`src/rtl/bus_arbiter2x12.sv`:
```
// Two-requester bus arbiter: last-granted tie-break, hold limit under contention,
// registered grant/select/enable, and a combinational shared-bus mux.
module bus_arbiter2x12 #(
    parameter int unsigned DATA_W   = 12,
    parameter int unsigned MAX_HOLD = 4
) (
    input  logic              clk,
    input  logic              rst_n,
    input  logic              req0,
    input  logic              req1,
    input  logic [DATA_W-1:0] data0,
    input  logic [DATA_W-1:0] data1,
    output logic              gnt0,
    output logic              gnt1,
    output logic              sel,
    output logic              enable,
    output logic [DATA_W-1:0] bus_out
);

    localparam int unsigned CNT_W = 4;
    localparam logic [CNT_W-1:0] CNT_MAX = CNT_W'(MAX_HOLD - 1);

    typedef enum logic [1:0] {
        IDLE = 2'd0,
        OWN0 = 2'd1,
        OWN1 = 2'd2
    } state_t;

    state_t             state;
    state_t             state_nxt;
    logic [CNT_W-1:0]   cnt;
    logic [CNT_W-1:0]   cnt_nxt;
    logic               last;
    logic               last_nxt;
    logic               sel_nxt;

    // State and registered outputs; outputs decode the next state so they align with it
    always_ff @(posedge clk or negedge rst_n) begin
        if (!rst_n) begin
            state  <= IDLE;
            cnt    <= '0;
            last   <= 1'b1;
            gnt0   <= 1'b0;
            gnt1   <= 1'b0;
            sel    <= 1'b0;
            enable <= 1'b0;
        end else begin
            state  <= state_nxt;
            cnt    <= cnt_nxt;
            last   <= last_nxt;
            gnt0   <= (state_nxt == OWN0);
            gnt1   <= (state_nxt == OWN1);
            sel    <= sel_nxt;
            enable <= (state_nxt != IDLE);
        end
    end

    // Next-state, hold counter and tie-break bookkeeping
    always_comb begin
        state_nxt = state;
        cnt_nxt   = cnt;
        last_nxt  = last;
        sel_nxt   = sel;

        case (state)
            IDLE: begin
                if (req0 && req1)  state_nxt = last ? OWN0 : OWN1;
                else if (req0)     state_nxt = OWN0;
                else if (req1)     state_nxt = OWN1;
            end
            OWN0: begin
                if (!req0)                      state_nxt = req1 ? OWN1 : IDLE;
                else if (req1 && cnt == CNT_MAX) state_nxt = OWN1;
            end
            OWN1: begin
                if (!req1)                      state_nxt = req0 ? OWN0 : IDLE;
                else if (req0 && cnt == CNT_MAX) state_nxt = OWN0;
            end
            default: state_nxt = IDLE;
        endcase

        // Any entry into an owner state restarts the hold count; sel holds through IDLE
        if (state_nxt != state && state_nxt != IDLE) begin
            cnt_nxt  = '0;
            last_nxt = (state_nxt == OWN1);
            sel_nxt  = (state_nxt == OWN1);
        end else if (state_nxt == state && state != IDLE && cnt != CNT_MAX) begin
            cnt_nxt = cnt + CNT_W'(1);
        end
    end

    assign bus_out = enable ? (sel ? data1 : data0) : '0;

endmodule

```
`config.mk`:
```
export PLATFORM = sky130hd
export DESIGN_NAME = bus_arbiter2x12
export DESIGN_NICKNAME = d
export VERILOG_FILES = /design/src/rtl/bus_arbiter2x12.sv
export SDC_FILE = /design/constraint.sdc
export NUM_CORES = 1
export LEC_CHECK = 0
export ABC_AREA = 0
export CORE_MARGIN = 5
export CORE_UTILIZATION = 35
export CTS_CLUSTER_DIAMETER = 150
export DETAILED_ROUTE_END_ITERATION = 7
export GPL_TIMING_DRIVEN = 0
export PLACE_DENSITY_LB_ADDON = 0.25
export RECOVER_POWER = 100
export SETUP_SLACK_MARGIN = 0.2
export SLEW_MARGIN = 20
export SYNTH_ARGS = -nofsm -noshare
export SYNTH_HDL_FRONTEND = slang
export SYNTH_SLANG_ARGS = --single-unit
```
`constraint.sdc`:
```
create_clock -name clk -period 2.2 [get_ports clk]
set_input_delay 0.55 -clock clk [delete_from_list [all_inputs] [get_ports clk]]
set_output_delay 0.55 -clock clk [all_outputs]
set_load 0.005 [all_outputs]
```
==> results.py <==
metrics = {
    "critical_path": {
        "critPathLaunchType": "input pin",
        "arrival_ns": 1.48,
        "path_class": "in -> out",
        "cp_slowest_stage_delay_ns": 0.47,
        "cp.buffers_inverters": 2,
        "cp-end-kind": "output pin",
        "cp.required_ns": 1.65,
        "cp_slowest_cell": "clkdlybuf4s50_1",
        "path_max_fanout": 1,
        "cpLargestDelayFamily": "buffers and inverters",
        "crit_chain": "clkdlybuf4s50_1 > mux2i_1 > nor2b_1 > clkdlybuf4s25_1",
    },
    "global_routing": {
        "gr-usage-all-layers_pct": 13.8,
        "grt_pass1_vias": 759,
        "antenna_found_initial": 0,
        "grt_pass1_wl_mm": 3.56,
        "grt_max_degree": 12,
        "overflow": 0,
    },
    "cts": {
        "clk_pin_slew_ns": 0.07,
        "htreeDepth": 1,
        "clk_path_buf_depth": 2,
        "clkSinkCount": 11,
        "cts_root_buf": "clkbuf_4",
        "tritoncts": "done",
        "worstSkewPairLatency_ns": 0.27,
        "cts_buffers": 3,
    },
    "sta": {
        "rsz0062_at_grt": "yes",
        "fin_ws_ns": 0.172,
        "finalCriticalPeriod_ns": 2.03,
        "tns_ns": 0,
        "layout_worst_path_cycle_share_pct": 92.2,
        "slew_headroom_pct": 57.8,
        "finalMaxSlewViolations": 0,
        "finalClockSkew_ns": 0.000740,
        "max_freq_ghz": 0.493,
        "hold_viol_final": 0,
        "fin_hold_ws_ns": 0.531,
        "setup_viol": 0,
        "worstMarginPinSlew_ns": 0.632,
    },
    "floorplanning": {
        "start_util_pct": 36.2,
        "die_width_um": 57.4,
        "core_region_area_um2": 2170,
        "ios": 44,
        "die_area_um2": 3290,
        "placementRows": 17,
        "dieHeight_um": 57.4,
    },
    "logic_synthesis": {
        "ys_top_cells_by_count": "mux2i_1, nor2b_1, dfrtp_1",
        "synth.area.top_cells": "dfrtp_1, mux2i_1, nor2b_1",
        "ys_ff_latch": 11,
        "syn_inst": 85,
        "synth.largest_area_cell": "dfrtp_1",
        "synth-async-reset-ratio_pct": 100,
        "synth_edf_count": 0,
        "avgSynthCellArea_um2": 9.24,
        "synthDistinctLibCells": 27,
        "syn_nets": 114,
        "netlist.area_leader.share_pct": 31.8,
        "yosysWarnings": 0,
        "ys_seq_area_share_pct": 35.2,
        "netlist_area_um2": 786,
        "synth_ff_type": "dfrtp_1",
    },
    "final_layout": {
        "fill_cells": 215,
        "syn_to_final_growth_pct": 61.5,
        "stdcell_area_um2": 1270,
        "layout-drive-gt1-share_pct": 11.9,
        "layout.cells.non_filler": 162,
        "antenna_cells": 0,
        "final_nets": 164,
        "fin_util_pct": 58.5,
    },
    "detailed_routing": {
        "ant_nets": 0,
        "totalWireLength_mm": 2.14,
        "viasPerCell": 4.86,
        "drtPass1Iterations": 4,
        "drt-initial-drc-count": 18,
        "drcViolationCount": 0,
        "num_vias": 787,
        "wl_per_cell_um": 13.2,
    },
    "pwr": {
        "total_power_mw": 0.797,
        "p_per_area_nw_per_um2": 629,
        "ir_drop_v": 0.000440,
        "p_leak_nw": 0.554,
    },
    "place": {
        "place_area_um2": 1240,
        "place_hpwl_mm": 1.67,
        "place_congestion": 0.799,
        "numPortBuffers": 42,
        "dp.cells": 155,
        "dp_slack_ns": -0.0741,
    },
    "run_status": {
        "status": "finished, final reports clean",
    },
    "job": {
        "maxCapViolCount": 0,
    },
    "worst_hold_path": {
        "worst_hold_path_type": "reg -> reg",
    },
}
-- area by class of cell --
| cell class | count | area (um^2) | share of cell area [%] |
|---|---|---|---|
| multi-input cells | 66 | 460 | 36.3 |
| repair buffers | 45 | 409 | 32.2 |
| flip-flops and latches | 11 | 277 | 21.8 |
| plain buffers | 6 | 53.8 | 4.24 |
| well taps | 28 | 35.0 | 2.76 |
| clock buffers | 4 | 26.3 | 2.07 |
| inverters | 2 | 7.51 | 0.592 |
-- power breakdown --
| group | total (mW) | internal, mW | leakage, nW | switching (mW) |
|---|---|---|---|---|
| combinational | 0.407 | 0.244 | 0.401 | 0.163 |
| clock | 0.137 | 0.0703 | 0.0150 | 0.0669 |
| sequential | 0.253 | 0.235 | 0.138 | 0.0181 |
-- final timing paths --
kind	to	slack (ns)	depth (start not counted)	start
max reg2reg	sel$_DFFE_PN0P_	0.37	5	cnt[0]$_DFFE_PN0P_
min in group asynchronous	cnt[3]$_DFFE_PN0P_	0.68	1	rst_n
min	last$_DFFE_PN1P_	0.53	2	last$_DFFE_PN1P_
max	bus_out[4]	0.17	4	data0[4]
max in group asynchronous	last$_DFFE_PN1P_	1.17	1	rst_n
min reg2reg	last$_DFFE_PN1P_	0.53	2	last$_DFFE_PN1P_
-- cells in the final DEF, fill, tap and decap left out --
master and count:
xnor2_1 2, dfrtp_1 10, a22o_1 1, dlygate4sd3_1 7, or3b_1 1, nor3b_1 1
buf_6 3, a21o_1 1, a21oi_1 8, buf_8 1, clkbuf_8 1, o21ai_0 4
clkbuf_4 3, nor3_1 1, mux2_2 1, nand2b_1 2, o31ai_1 2, inv_1 2
clkdlybuf4s25_1 2, nand2_1 5, ha_1 1, nor2b_1 14, nand3b_1 2, mux2i_1 14
clkbuf_2 3, o22ai_1 1, buf_12 1, clkbuf_1 8, dlygate4sd2_1 1, nor2_1 2
o21a_1 1, buf_2 2, nand3_1 1, dfstp_2 1, a31oi_1 1, clkdlybuf4s50_1 23
-- per-layer routing --
metal,vias up,wire length (um),track usage (%)
met1,351,996,17.1
met4,0,53,7.95
li1,394,-,-
met2,37,906,21.5
met3,5,186,3.62
met5,-,0,0
-- registers in the layout, indices dropped and copies added, names as in the netlist --
name / flops
cnt: 4
state: 2
last: 1
gnt1: 1
gnt0: 1
enable: 1
sel: 1
-- kinds of logic (layout without fill, tap and decap cells) --
| kind of cell | count (synthesis) | after routing | share of synthesized area (%) |
|---|---|---|---|
| compound gates | 19 | 19 | 14.2 |
| xor+xnor | 2 | 2 | 2.23 |
| fa+ha+maj | 1 | 1 | 1.59 |
| buf+inv | 8 | 57 | 5.25 |
| flops | 11 | 11 | 35.2 |
| mux | 15 | 15 | 19.3 |
| simple gates | 29 | 29 | 22.3 |
-- worst reg2reg max path: cells and delay by family (launching register included) --
kind                     cells  cell delay [ns]
flip-flops                   1             0.38
AO/OA/AOI/OAI                3             0.60
AND/OR/NAND/NOR              1             0.55
adder cells (fa/ha/maj)      1             0.19
-- repair_timing --
item	CTS	global route
cloned	0	0
endpoints found under the setup margin	12	12
setup buffers	2	1
resized for setup	34	11
hold buffers	0	0
(Power assumes the default switching activity.)
